===== config.mk =====
export PLATFORM = sky130hd
export DESIGN_NAME = idct_transpose_buf_flat
export DESIGN_NICKNAME = d
export VERILOG_FILES = /design/src/rtl/idct_pkg.sv /design/src/rtl/idct_transpose_buf_if.sv /design/src/rtl/tbuf_bank.sv /design/src/rtl/idct_transpose_buf.sv /design/src/flat_wrapper.sv
export SDC_FILE = /design/constraint.sdc
export NUM_CORES = 1
export LEC_CHECK = 0
export CORE_MARGIN = 3
export CORE_UTILIZATION = 60
export CTS_CLUSTER_SIZE = 25
export DETAILED_ROUTE_END_ITERATION = 8
export GPL_TIMING_DRIVEN = 0
export HOLD_SLACK_MARGIN = 0.08
export PLACE_DENSITY = 0.78
export SETUP_SLACK_MARGIN = 0.4
export SYNTH_ARGS = -nofsm -noshare
export SYNTH_HDL_FRONTEND = slang
export SYNTH_SLANG_ARGS = --single-unit

===== constraint.sdc =====
create_clock -name clk -period 36.8 [get_ports clk]
set_clock_uncertainty 0.15 [all_clocks]
set_input_delay 5.52 -clock clk [delete_from_list [all_inputs] [get_ports clk]]
set_output_delay 5.52 -clock clk [all_outputs]
set_load 0.01 [all_outputs]

===== src/rtl/idct_pkg.sv =====
// Shared constants for the two-stage 4x4 IDCT datapath. The transpose buffer
// uses the sample width, block size and clip range. The coefficient and
// rounding constants belong to the row and column stages.
package idct_pkg;

    // Sample width of first-stage results (signed two's complement).
    localparam int DW = 25;

    // Block dimension. Only 4 is supported by the transpose buffer.
    localparam int N = 4;

    // 4-point IDCT butterfly coefficients.
    localparam int COEF_64 = 64;
    localparam int COEF_83 = 83;
    localparam int COEF_36 = 36;

    // Rounding applied after each IDCT stage: (x + RND_ADD) >>> RND_SHIFT.
    localparam int RND_ADD   = 64;
    localparam int RND_SHIFT = 7;

    // Saturation range for intermediate samples (used when clipping is built in).
    localparam int CLIP_MIN = -32768;
    localparam int CLIP_MAX = 32767;

    // Index types for walking a 4x4 block.
    typedef logic [3:0] raster_idx_t;   // row-major position within a block
    typedef logic [1:0] col_idx_t;      // column (or row) index

endpackage


===== src/rtl/idct_transpose_buf_if.sv =====
// Streaming bus for the IDCT transpose buffer. The sample input side uses
// valid/ready, and the column output side uses valid/ready plus a last marker.
// The slave modport is the buffer. The master modport is the producer and
// consumer pair around it.
interface idct_transpose_buf_if #(
    parameter int DW = idct_pkg::DW
);

    logic          in_valid;
    logic          in_ready;
    logic [DW-1:0] in_data;

    logic          out_valid;
    logic          out_ready;
    logic [DW-1:0] out_d1;
    logic [DW-1:0] out_d2;
    logic [DW-1:0] out_d3;
    logic [DW-1:0] out_d4;
    logic          out_last;

    modport master (
        output in_valid, in_data, out_ready,
        input  in_ready, out_valid, out_d1, out_d2, out_d3, out_d4, out_last
    );

    modport slave (
        input  in_valid, in_data, out_ready,
        output in_ready, out_valid, out_d1, out_d2, out_d3, out_d4, out_last
    );

endinterface


===== src/rtl/tbuf_bank.sv =====
// One 4x4 storage bank of the transpose buffer. It has a single-sample write
// port addressed by (row, col) and a combinational read port that returns a
// whole column (rows 0..3) at once. Storage is kept in flops rather than RAM
// because every column read touches all four rows in the same cycle.
module tbuf_bank
    import idct_pkg::*;
#(
    parameter int DW = idct_pkg::DW,
    parameter int N  = idct_pkg::N
) (
    input  logic                  clk,
    input  logic                  reset,
    input  logic                  wr_en,
    input  col_idx_t              wr_row,
    input  col_idx_t              wr_col,
    input  logic [DW-1:0]         wr_data,
    input  col_idx_t              rd_col,
    output logic [N-1:0][DW-1:0]  rd_data
);

    // Flat view of the cell registers for the column read mux.
    logic [DW-1:0] mem [N][N];

    genvar gi, gj;
    generate
        for (gi = 0; gi < N; gi++) begin : g_row
            for (gj = 0; gj < N; gj++) begin : g_col
                logic [DW-1:0] cell_q;
                logic [DW-1:0] cell_d;

                // Load the cell only when the write address selects it.
                always_comb begin
                    cell_d = cell_q;
                    if (wr_en && (wr_row == 2'(gi)) && (wr_col == 2'(gj))) begin
                        cell_d = wr_data;
                    end
                end

                // Cell register. Reset clears it so that stale data never leaks out.
                always_ff @(posedge clk or posedge reset) begin
                    if (reset) begin
                        cell_q <= '0;
                    end else begin
                        cell_q <= cell_d;
                    end
                end

                assign mem[gi][gj] = cell_q;
            end

            // Column read: element gi of the column is row gi at rd_col.
            assign rd_data[gi] = mem[gi][rd_col];
        end
    endgenerate

endmodule


===== src/rtl/idct_transpose_buf.sv =====
// Ping-pong 4x4 transpose buffer between the row and column IDCT stages.
// Samples arrive in row-major raster order, one per accepted beat. Once a
// bank holds 16 samples it is emitted column by column while the other bank
// fills, so the buffer sustains one sample per cycle when the consumer keeps
// up.
// Optional build macro IDCT_CLIP_EN: saturate incoming samples to
// [CLIP_MIN, CLIP_MAX] before storing. Without it, samples are stored at full
// width.
module idct_transpose_buf
    import idct_pkg::*;
#(
    parameter int DW = idct_pkg::DW,
    parameter int N  = idct_pkg::N     // only 4 is supported
) (
    input  logic                 clk,
    input  logic                 reset,
    idct_transpose_buf_if.slave  bus
);

    // Control state.
    raster_idx_t wr_cnt_q,  wr_cnt_d;    // raster position of the next write
    col_idx_t    rd_col_q,  rd_col_d;    // column currently presented
    logic        wr_bank_q, wr_bank_d;   // bank being filled
    logic        rd_bank_q, rd_bank_d;   // bank being drained
    logic [1:0]  full_q,    full_d;      // per-bank "holds a complete block"

    logic                 in_ready;
    logic                 out_valid;
    logic                 wr_fire;
    logic                 rd_fire;
    logic [DW-1:0]        store_data;
    logic [1:0]           bank_wr_en;
    logic [N-1:0][DW-1:0] bank_col [2];
    logic [N-1:0][DW-1:0] rd_col_data;

    // Handshakes. A bank accepts writes until it is full. The output is
    // valid whenever the read bank is full.
    always_comb begin
        in_ready  = !full_q[wr_bank_q];
        out_valid = full_q[rd_bank_q];
        wr_fire   = bus.in_valid && in_ready;
        rd_fire   = out_valid && bus.out_ready;
    end

    // Sample conditioning ahead of storage.
    always_comb begin
`ifdef IDCT_CLIP_EN
        if ($signed(bus.in_data) > $signed(DW'(CLIP_MAX))) begin
            store_data = DW'(CLIP_MAX);
        end else if ($signed(bus.in_data) < $signed(DW'(CLIP_MIN))) begin
            store_data = DW'(CLIP_MIN);
        end else begin
            store_data = bus.in_data;
        end
`else
        store_data = bus.in_data;
`endif
    end

    // Next-state logic. The write side and the read side update
    // independently. When both complete a block in the same cycle they
    // touch different full flags, because a full write bank would have
    // blocked the write.
    always_comb begin
        wr_cnt_d  = wr_cnt_q;
        rd_col_d  = rd_col_q;
        wr_bank_d = wr_bank_q;
        rd_bank_d = rd_bank_q;
        full_d    = full_q;

        if (wr_fire) begin
            wr_cnt_d = wr_cnt_q + 4'd1;            // wraps 15 -> 0
            if (wr_cnt_q == 4'd15) begin
                full_d[wr_bank_q] = 1'b1;
                wr_bank_d         = !wr_bank_q;
            end
        end

        if (rd_fire) begin
            rd_col_d = rd_col_q + 2'd1;            // wraps 3 -> 0
            if (rd_col_q == 2'd3) begin
                full_d[rd_bank_q] = 1'b0;
                rd_bank_d         = !rd_bank_q;
            end
        end
    end

    // Control registers. An asynchronous reset drops any partly written or
    // partly read block.
    always_ff @(posedge clk or posedge reset) begin
        if (reset) begin
            wr_cnt_q  <= '0;
            rd_col_q  <= '0;
            wr_bank_q <= 1'b0;
            rd_bank_q <= 1'b0;
            full_q    <= '0;
        end else begin
            wr_cnt_q  <= wr_cnt_d;
            rd_col_q  <= rd_col_d;
            wr_bank_q <= wr_bank_d;
            rd_bank_q <= rd_bank_d;
            full_q    <= full_d;
        end
    end

    // Two storage banks. Only the bank selected by wr_bank sees the write.
    genvar gi;
    generate
        for (gi = 0; gi < 2; gi++) begin : g_bank
            assign bank_wr_en[gi] = wr_fire && (wr_bank_q == 1'(gi));

            tbuf_bank #(
                .DW (DW),
                .N  (N)
            ) u_bank (
                .clk     (clk),
                .reset   (reset),
                .wr_en   (bank_wr_en[gi]),
                .wr_row  (wr_cnt_q[3:2]),
                .wr_col  (wr_cnt_q[1:0]),
                .wr_data (store_data),
                .rd_col  (rd_col_q),
                .rd_data (bank_col[gi])
            );
        end
    endgenerate

    // Present the current column of the read bank. Its value depends only
    // on registered state, so it holds still while the consumer stalls.
    always_comb begin
        rd_col_data   = rd_bank_q ? bank_col[1] : bank_col[0];
        bus.in_ready  = in_ready;
        bus.out_valid = out_valid;
        bus.out_d1    = rd_col_data[0];
        bus.out_d2    = rd_col_data[1];
        bus.out_d3    = rd_col_data[2];
        bus.out_d4    = rd_col_data[3];
        bus.out_last  = (rd_col_q == 2'd3);
    end

endmodule


===== src/flat_wrapper.sv =====
// flat-port wrapper written by rule: the top's interface ports become plain ports
module idct_transpose_buf_flat import idct_pkg::*;
#(
    parameter int DW = idct_pkg::DW,
    parameter int N  = idct_pkg::N                           
)
  (clk, reset, bus_in_valid, bus_in_data, bus_out_ready, bus_in_ready, bus_out_valid, bus_out_d1, bus_out_d2, bus_out_d3, bus_out_d4, bus_out_last);
  idct_transpose_buf_if #(.DW(DW)) bus_i ();
  input  logic clk;
  input  logic reset;
  input wire logic [$bits(bus_i.in_valid)-1:0] bus_in_valid;
  input wire logic [$bits(bus_i.in_data)-1:0] bus_in_data;
  input wire logic [$bits(bus_i.out_ready)-1:0] bus_out_ready;
  output wire logic [$bits(bus_i.in_ready)-1:0] bus_in_ready;
  output wire logic [$bits(bus_i.out_valid)-1:0] bus_out_valid;
  output wire logic [$bits(bus_i.out_d1)-1:0] bus_out_d1;
  output wire logic [$bits(bus_i.out_d2)-1:0] bus_out_d2;
  output wire logic [$bits(bus_i.out_d3)-1:0] bus_out_d3;
  output wire logic [$bits(bus_i.out_d4)-1:0] bus_out_d4;
  output wire logic [$bits(bus_i.out_last)-1:0] bus_out_last;
  assign bus_i.in_valid = bus_in_valid;
  assign bus_i.in_data = bus_in_data;
  assign bus_i.out_ready = bus_out_ready;
  assign bus_in_ready = bus_i.in_ready;
  assign bus_out_valid = bus_i.out_valid;
  assign bus_out_d1 = bus_i.out_d1;
  assign bus_out_d2 = bus_i.out_d2;
  assign bus_out_d3 = bus_i.out_d3;
  assign bus_out_d4 = bus_i.out_d4;
  assign bus_out_last = bus_i.out_last;
  idct_transpose_buf #(.DW(DW), .N(N)) u_core (.clk(clk), .reset(reset), .bus(bus_i));
endmodule

==> summary.md, run 1 <==
| Metric | Value |
|---|---|
| Syn_area_per_cell | `16.78 µm²` |
| Resize count post-CTS | `0` |
| Remaining global-route overflow | `0` |
| Die width | `253.9 µm` |
| DR iter-0 viols | `1456` |
| Initial antenna violation count | `3` |
| DP Wirelength | `62.03 mm` |
| Hold Crit Class | `reg -> reg` |
| Switching pwr | `1120 µW` |
| Antenna-violating nets left | `0` |
| Slew at the pin with the worst max-slew slack | `1.194 ns` |
| Post-synth top area share | `54.97%` |
| Hold-fix buffers, CTS | `0` |
| CTS Buf Count | `83` |
| RSZ-0062 raised after global routing | `no` |
| Final period util | `25.99%` |
| Clock sink count | `810` |
| Clock Latency Late Sink | `0.63 ns` |
| Lkg Pwr | `0.01927 µW` |
| Register area share after synthesis | `54.97%` |
| Post-route DRC | `0` |
| Initial Util | `60.86%` |
| VDD IR max | `0.00005867 V` |
| Sw frac | `29.91%` |
| RD Place Congestion | `0.8507` |
| Setup repair bufs after CTS | `0` |
| Status | `completed` |
| Setup TNS | `0 ns` |
| Comb power frac | `38.7%` |
| Root buf cell | `clkbuf_16` |
| First-pass DRT Iterations | `5` |
| Flop pwr share | `37.6%` |
| Reg clk slew, reported paths | `0.06 ns` |
| Clock power share | `23.7%` |
| Leading cell type in the layout, fill and taps excluded | `mux2_2` |
| Num ports | `132` |
| Via density | `6.268` |
| Internal Power | `2624 µW` |
| Setup CP Type | `reg -> out` |
| Maximum clock rate | `104.5 MHz` |
| Synth warnings | `0` |
| Drt total wl | `90.36 mm` |
| Synth unique cells | `32` |
| Slew Limit Fails | `0` |
| Row cnt | `90` |
| I/O Buffers | `131` |
| Crit path capture type | `primary output` |
| Hold Violations, Final | `0` |
| Die H | `253.9 µm` |
| Synth Instances | `2198` |
| Post-synth top area cell | `dfrtp_1` |
| Commonest cells after routing, fill and taps aside | `mux2_2, dfrtp_1, mux4_2` |
| Max-slew headroom | `20.43%` |
| CTS tree | `done` |
| CP required | `31.13 ns` |
| Final setup viols | `0` |
| #FFs+latches synth | `810` |
| Syn Nets | `2232` |
| Syn Std Cell Area | `36870 µm²` |
| Worst-case clock buffer depth | `3` |
| Largest net degree at the start of global routing | `144` |
| First-pass GRT wire length | `138.3 mm` |
| P&R area growth vs syn | `14.44%` |
| Pwr dens | `88.73 nW/µm²` |
| Crit path time final | `9.566 ns` |
| Vias in the first global route | `22465` |
| CP max FO | `10` |
| R2R Setup Slk | `34.06 ns` |
| Max-cap violations | `0` |
| CTS H-tree lvls | `3` |
| Critical Path Start Type | `flop` |
| Core Area | `60580 µm²` |
| GRT Overall Usage | `28.94%` |
| Die ar. | `64470 µm²` |
| Layout cells sized above 1 | `54.79%` |
| Vias | `20478` |
| Wire length per cell after detailed routing | `27.66 µm` |
| Fin nets | `2453` |
| CP arrival | `3.90 ns` |
| Final hold slack | `0.3354 ns` |
| Area contributors post-synth | `dfrtp_1, mux2_2, mux4_2` |
==> sequential cells by signal (all words and copies together) (netlist names) <==
signal / cells
u_core.full_q: 2
u_core.g_bank.u_bank.g_row.g_col.cell_q: 800
u_core.rd_bank_q: 1
u_core.rd_col_q: 2
u_core.wr_bank_q: 1
u_core.wr_cnt_q: 4
==> synthesized netlist by cell type (all sizes together) <==
cell type,number
inv,3
mux2,903
dfrtp,810
nor4b,1
o21ai,3
xnor2,4
and4bb,2
nand4,1
nand4b,1
nand2,19
nand4bb,2
buf,106
nand3,5
or4b,1
o22a,1
ha,5
clkbuf,103
nor2b,8
mux4,200
mux2i,1
a21o,1
and3,1
nor2,17
==> power groups by stage <==
stage	clock, µW	sequential, µW	combinational, µW
after floorplan	0	1360	996
after global placement	0	1390	1420
after detailed placement	0	1410	1450
after CTS	897	1400	1460
after global routing	934	1440	1540
final	887	1410	1450
==> layout make-up <==
| cell class | instances | area [µm²] |
|---|---|---|
| flip-flops and latches | 810 | 20270 |
| clock inverters | 36 | 521.8 |
| repair buffers | 136 | 1449 |
| diodes | 1 | 2.502 |
| fillers | 3889 | 18390 |
| multi-input cells | 1176 | 15550 |
| well taps | 782 | 978.4 |
| inverters | 3 | 18.77 |
| clock buffers | 114 | 2365 |
| plain buffers | 209 | 1042 |
==> through the flow <==
step / worst slack, ns / cells / power [µW] / util (%) / instance area (µm²)
global route: 27.13 / 3266 / 3915 / 69.65 / 42190
detailed placement: 27.96 / 3116 / 2865 / 64.88 / 39310
floorplan: 8.381 / 2198 / 2352 / - / 36870
finish: 27.23 / 3267 / 3744 / 69.65 / 42200
global placement: 1.359 / 3111 / 2809 / 64.64 / 39160
CTS: 27.27 / 3266 / 3763 / 69.65 / 42190
==> cell families (layout without fill, tap and decap cells) <==
kind of cell               after synthesis  after routing  synth area share, %
AOI/OAI and AO/OA                        5              5              0.08483
xor gates and xnor gates                 4              4              0.09500
adders and majority gates                5              5               0.1697
buffers and inverters                  212            498                2.857
DFF                                    810            810                54.97
muxes                                 1104           1104                40.63
other                                    0              1                    0
and+or+nand+nor                         58             58                1.188
==> path summary, 6_finish.rpt <==
path	start	end	cells past startpoint
worst min-delay path	flop	flop	1
worst max register to register	u_core.wr_cnt_q[0]$_DFFE_PP0N_	flop	5
min in group asynchronous	reset	async pin	2
worst max-delay path	u_core.rd_bank_q$_DFFE_PP0P_	bus_out_d4[21]	6
worst min register to register	flop	flop	1
max in group asynchronous	reset	async pin	5
==> per-layer routing <==
layer	track usage (%)	up-vias	share of wire, %
met4	8.273	0	2.4
met1	41.03	11202	44
met3	4.984	161	5.3
met5	0	-	0
li1	-	8574	-
met2	46.90	541	49
==> worst max-delay path: stages (launching register included) <==
cell and delay [ns]:
dfrtp_1 0.32, buf_2 0.20, clkbuf_1 0.54, buf_1 0.94
mux4_2 0.44, mux2_2 0.30, clkdlybuf4s50_1 0.50
Note: power is estimated with default switching activity, not from simulation.
==> run 2, diff against run 1 <==
Clock period 36.8 ns to 9.06 ns, I/O delays scaled along.
==> summary.md, run 2 (synthesized netlist as in run 1, its figures left out) <==
| Metric | Value |
|---|---|
| Largest net degree at the start of global routing | `46 (-68%)` |
| Clock Latency Late Sink | `0.62 ns (about the same)` |
| Max-cap violations | `0 (unchanged)` |
| Sequential Area | `20270 µm² (unchanged)` |
| DR iter-0 viols | `1532 (+5.2%)` |
| Core Area | `60580 µm² (unchanged)` |
| Pwr dens | `356.0 nW/µm² (+300%)` |
| Leading cell type in the layout, fill and taps excluded | `mux2_2` |
| Internal Power | `10510 µW (+300%)` |
| Clock sink count | `810 (unchanged)` |
| Antenna-violating nets left | `0 (unchanged)` |
| Row cnt | `90 (unchanged)` |
| Crit path buffers/inverters | `4 (unchanged)` |
| Lkg Pwr | `0.01931 µW (+0.22%)` |
| Pre-CTS WS | `4.331 ns (-23.63 ns)` |
| P&R area growth vs syn | `14.66%` |
| Slew at the pin with the worst max-slew slack | `1.225 ns (+0.03094 ns)` |
| First-pass GRT wire length | `141.6 mm (+2.4%)` |
| Critical Path Start Type | `flop` |
| First-pass DRT Iterations | `4 (-1)` |
| CP max FO | `10 (unchanged)` |
| Layout cells sized above 1 | `54.79% (about the same)` |
| Wire length per cell after detailed routing | `28.02 µm (+1.3%)` |
| Reg clk slew, reported paths | `0.07 ns (about the same)` |
| Finished Cell Area | `42280 µm² (+0.19%)` |
| Crit-path max cell delay | `0.91 ns (-0.03 ns)` |
| RSZ-0062 raised after global routing | `no` |
| Flop pwr share | `38.0% (+0.4 points)` |
| Fill count | `3960 (+1.8%)` |
| Initial antenna violation count | `1 (-2)` |
| Final worst setup slack | `3.669 ns (-23.56 ns)` |
| VDD IR max | `0.0002066 V (+250%)` |
| Slew Limit Fails | `0 (unchanged)` |
| Die width | `253.9 µm (unchanged)` |
| Crit path capture type | `primary output` |
| Crit path time final | `5.391 ns` |
| DP Wirelength | `64.01 mm (+3.2%)` |
| Initial Util | `60.86% (unchanged)` |
| Sw frac | `30.19% (+0.28 points)` |
| Hold-fix buffers, CTS | `0 (unchanged)` |
| I/O Buffers | `131 (unchanged)` |
| Setup repair bufs after CTS | `0 (unchanged)` |
| Worst path top cell family by delay | `buffers and inverters` |
| Root buf cell | `clkbuf_16` |
| Top Registers | `u_core.g_bank.u_bank.g_row.g_col.cell_q: 800 flops, u_core.wr_cnt_q: 4 flops` |
| Final period util | `59.50%` |
| Maximum clock rate | `185.5 MHz` |
| Status | `completed` |
| Max FFs per register | `800 (unchanged)` |
| Area of the multi-input gates | `15550 µm² (unchanged)` |
| Clock power share | `22.7% (-1.0 points)` |
| GRT Overall Usage | `29.57% (+0.63 points)` |
| Fin nets | `2469 (+0.65%)` |
| Max-slew headroom | `18.36% (-2.1 points)` |
| CP Cell Sequence | `buf_2, clkbuf_1, buf_1, mux4_2, mux2_2, clkdlybuf4s50_1` |
| Reg with most FFs | `u_core.g_bank.u_bank.g_row.g_col.cell_q` |
| Vias | `20720 (+1.2%)` |
| Setup CP Type | `reg -> out` |
| Post-route DRC | `0 (unchanged)` |
| Drt total wl | `91.81 mm (+1.6%)` |
| CTS H-tree lvls | `3 (unchanged)` |
| Resize count post-CTS | `0 (unchanged)` |
| Via density | `6.323 (+0.87%)` |
| CP required | `7.55 ns (-23.58 ns)` |
| Commonest cells after routing, fill and taps aside | `mux2_2, dfrtp_1, mux4_2` |
| CP max-delay cell | `buf_1` |
| Num ports | `132 (unchanged)` |
| Hold Violations, Final | `0 (unchanged)` |
| Placed Instance Area | `39590 µm² (+0.71%)` |
| Switching pwr | `4544 µW (+310%)` |
| Die ar. | `64470 µm² (unchanged)` |
| Final hold slack | `0.3369 ns (+0.001567 ns)` |
| Comb power frac | `39.3% (+0.6 points)` |
| Die H | `253.9 µm (unchanged)` |
| Remaining global-route overflow | `0 (unchanged)` |
| Vias in the first global route | `22992 (+2.3%)` |
| CP arrival | `3.88 ns (-0.02 ns)` |
| RD Place Congestion | `0.8451 (-0.66%)` |
| CTS Buf Count | `83 (unchanged)` |
| CTS tree | `done` |
| Hold Crit Class | `reg -> reg` |
| Final setup viols | `0 (unchanged)` |
| Worst-case clock buffer depth | `3 (unchanged)` |
run 2: power groups by stage:
stage | registers [µW] | clock network (µW) | logic (µW)
2_1_floorplan | 5510 | 0 | 4050
3_3_place_gp | 5660 | 0 | 5760
3_5_place_dp | 5730 | 0 | 5930
4_1_cts | 5690 | 3460 | 5980
5_1_grt | 5860 | 3610 | 6270
6_report | 5720 | 3420 | 5920
run 2: routing by layer:
metal / GRT usage (%) / part of all wire [%] / vias to the layer above
li1: - / - / 8590
met4: 9.715 / 2.8 / 0
met1: 43.11 / 44 / 11387
met5: 0 / 0 / -
met3: 4.636 / 5.3 / 153
met2: 46.38 / 48 / 590
run 2: final timing paths:
check / startpoint / slack (ns) / depth (start not counted) / endpoint
setup / recovery: u_core.rd_bank_q$_DFFE_PP0P_ / 3.67 / 6 / bus_out_d4[5]
hold / removal: flop / 0.34 / 1 / flop
setup reg to reg: u_core.wr_cnt_q[1]$_DFFE_PP0N_ / 6.37 / 6 / flop
hold reg to reg: flop / 0.34 / 1 / flop
max in group asynchronous: reset / 6.23 / 6 / async pin
min in group asynchronous: reset / 1.11 / 2 / async pin
run 2: area by class of cell:
type | count | area share [%]
diodes | 2 | 0.01184
plain buffers | 209 | 2.465
clock buffers | 117 | 5.676
clock inverters | 26 | 0.6777
inverters | 3 | 0.03551
multi-input cells | 1176 | 36.78
flip-flops and latches | 810 | 47.94
well taps | 782 | 2.314
repair buffers | 152 | 4.096
run 2: stage by stage:
stage,setup TNS (ns),power [µW],cells,utilization (%)
final,0,15050,3277,69.79
after detailed placement,0,11660,3132,65.34
after floorplan,-2891.38,9555,2198,-
after global routing,0,15750,3275,69.78
after CTS,0,15130,3275,69.78
after global placement,-5921.78,11420,3111,64.65
run 2: worst register-to-register path: stages, from the launching register on:
cell and delay [ns]:
dfrtp_1 0.43, inv_1 0.10, ha_1 0.16, nand2_1 0.24
nor2_2 0.66, buf_2 0.44, mux2_2 0.38
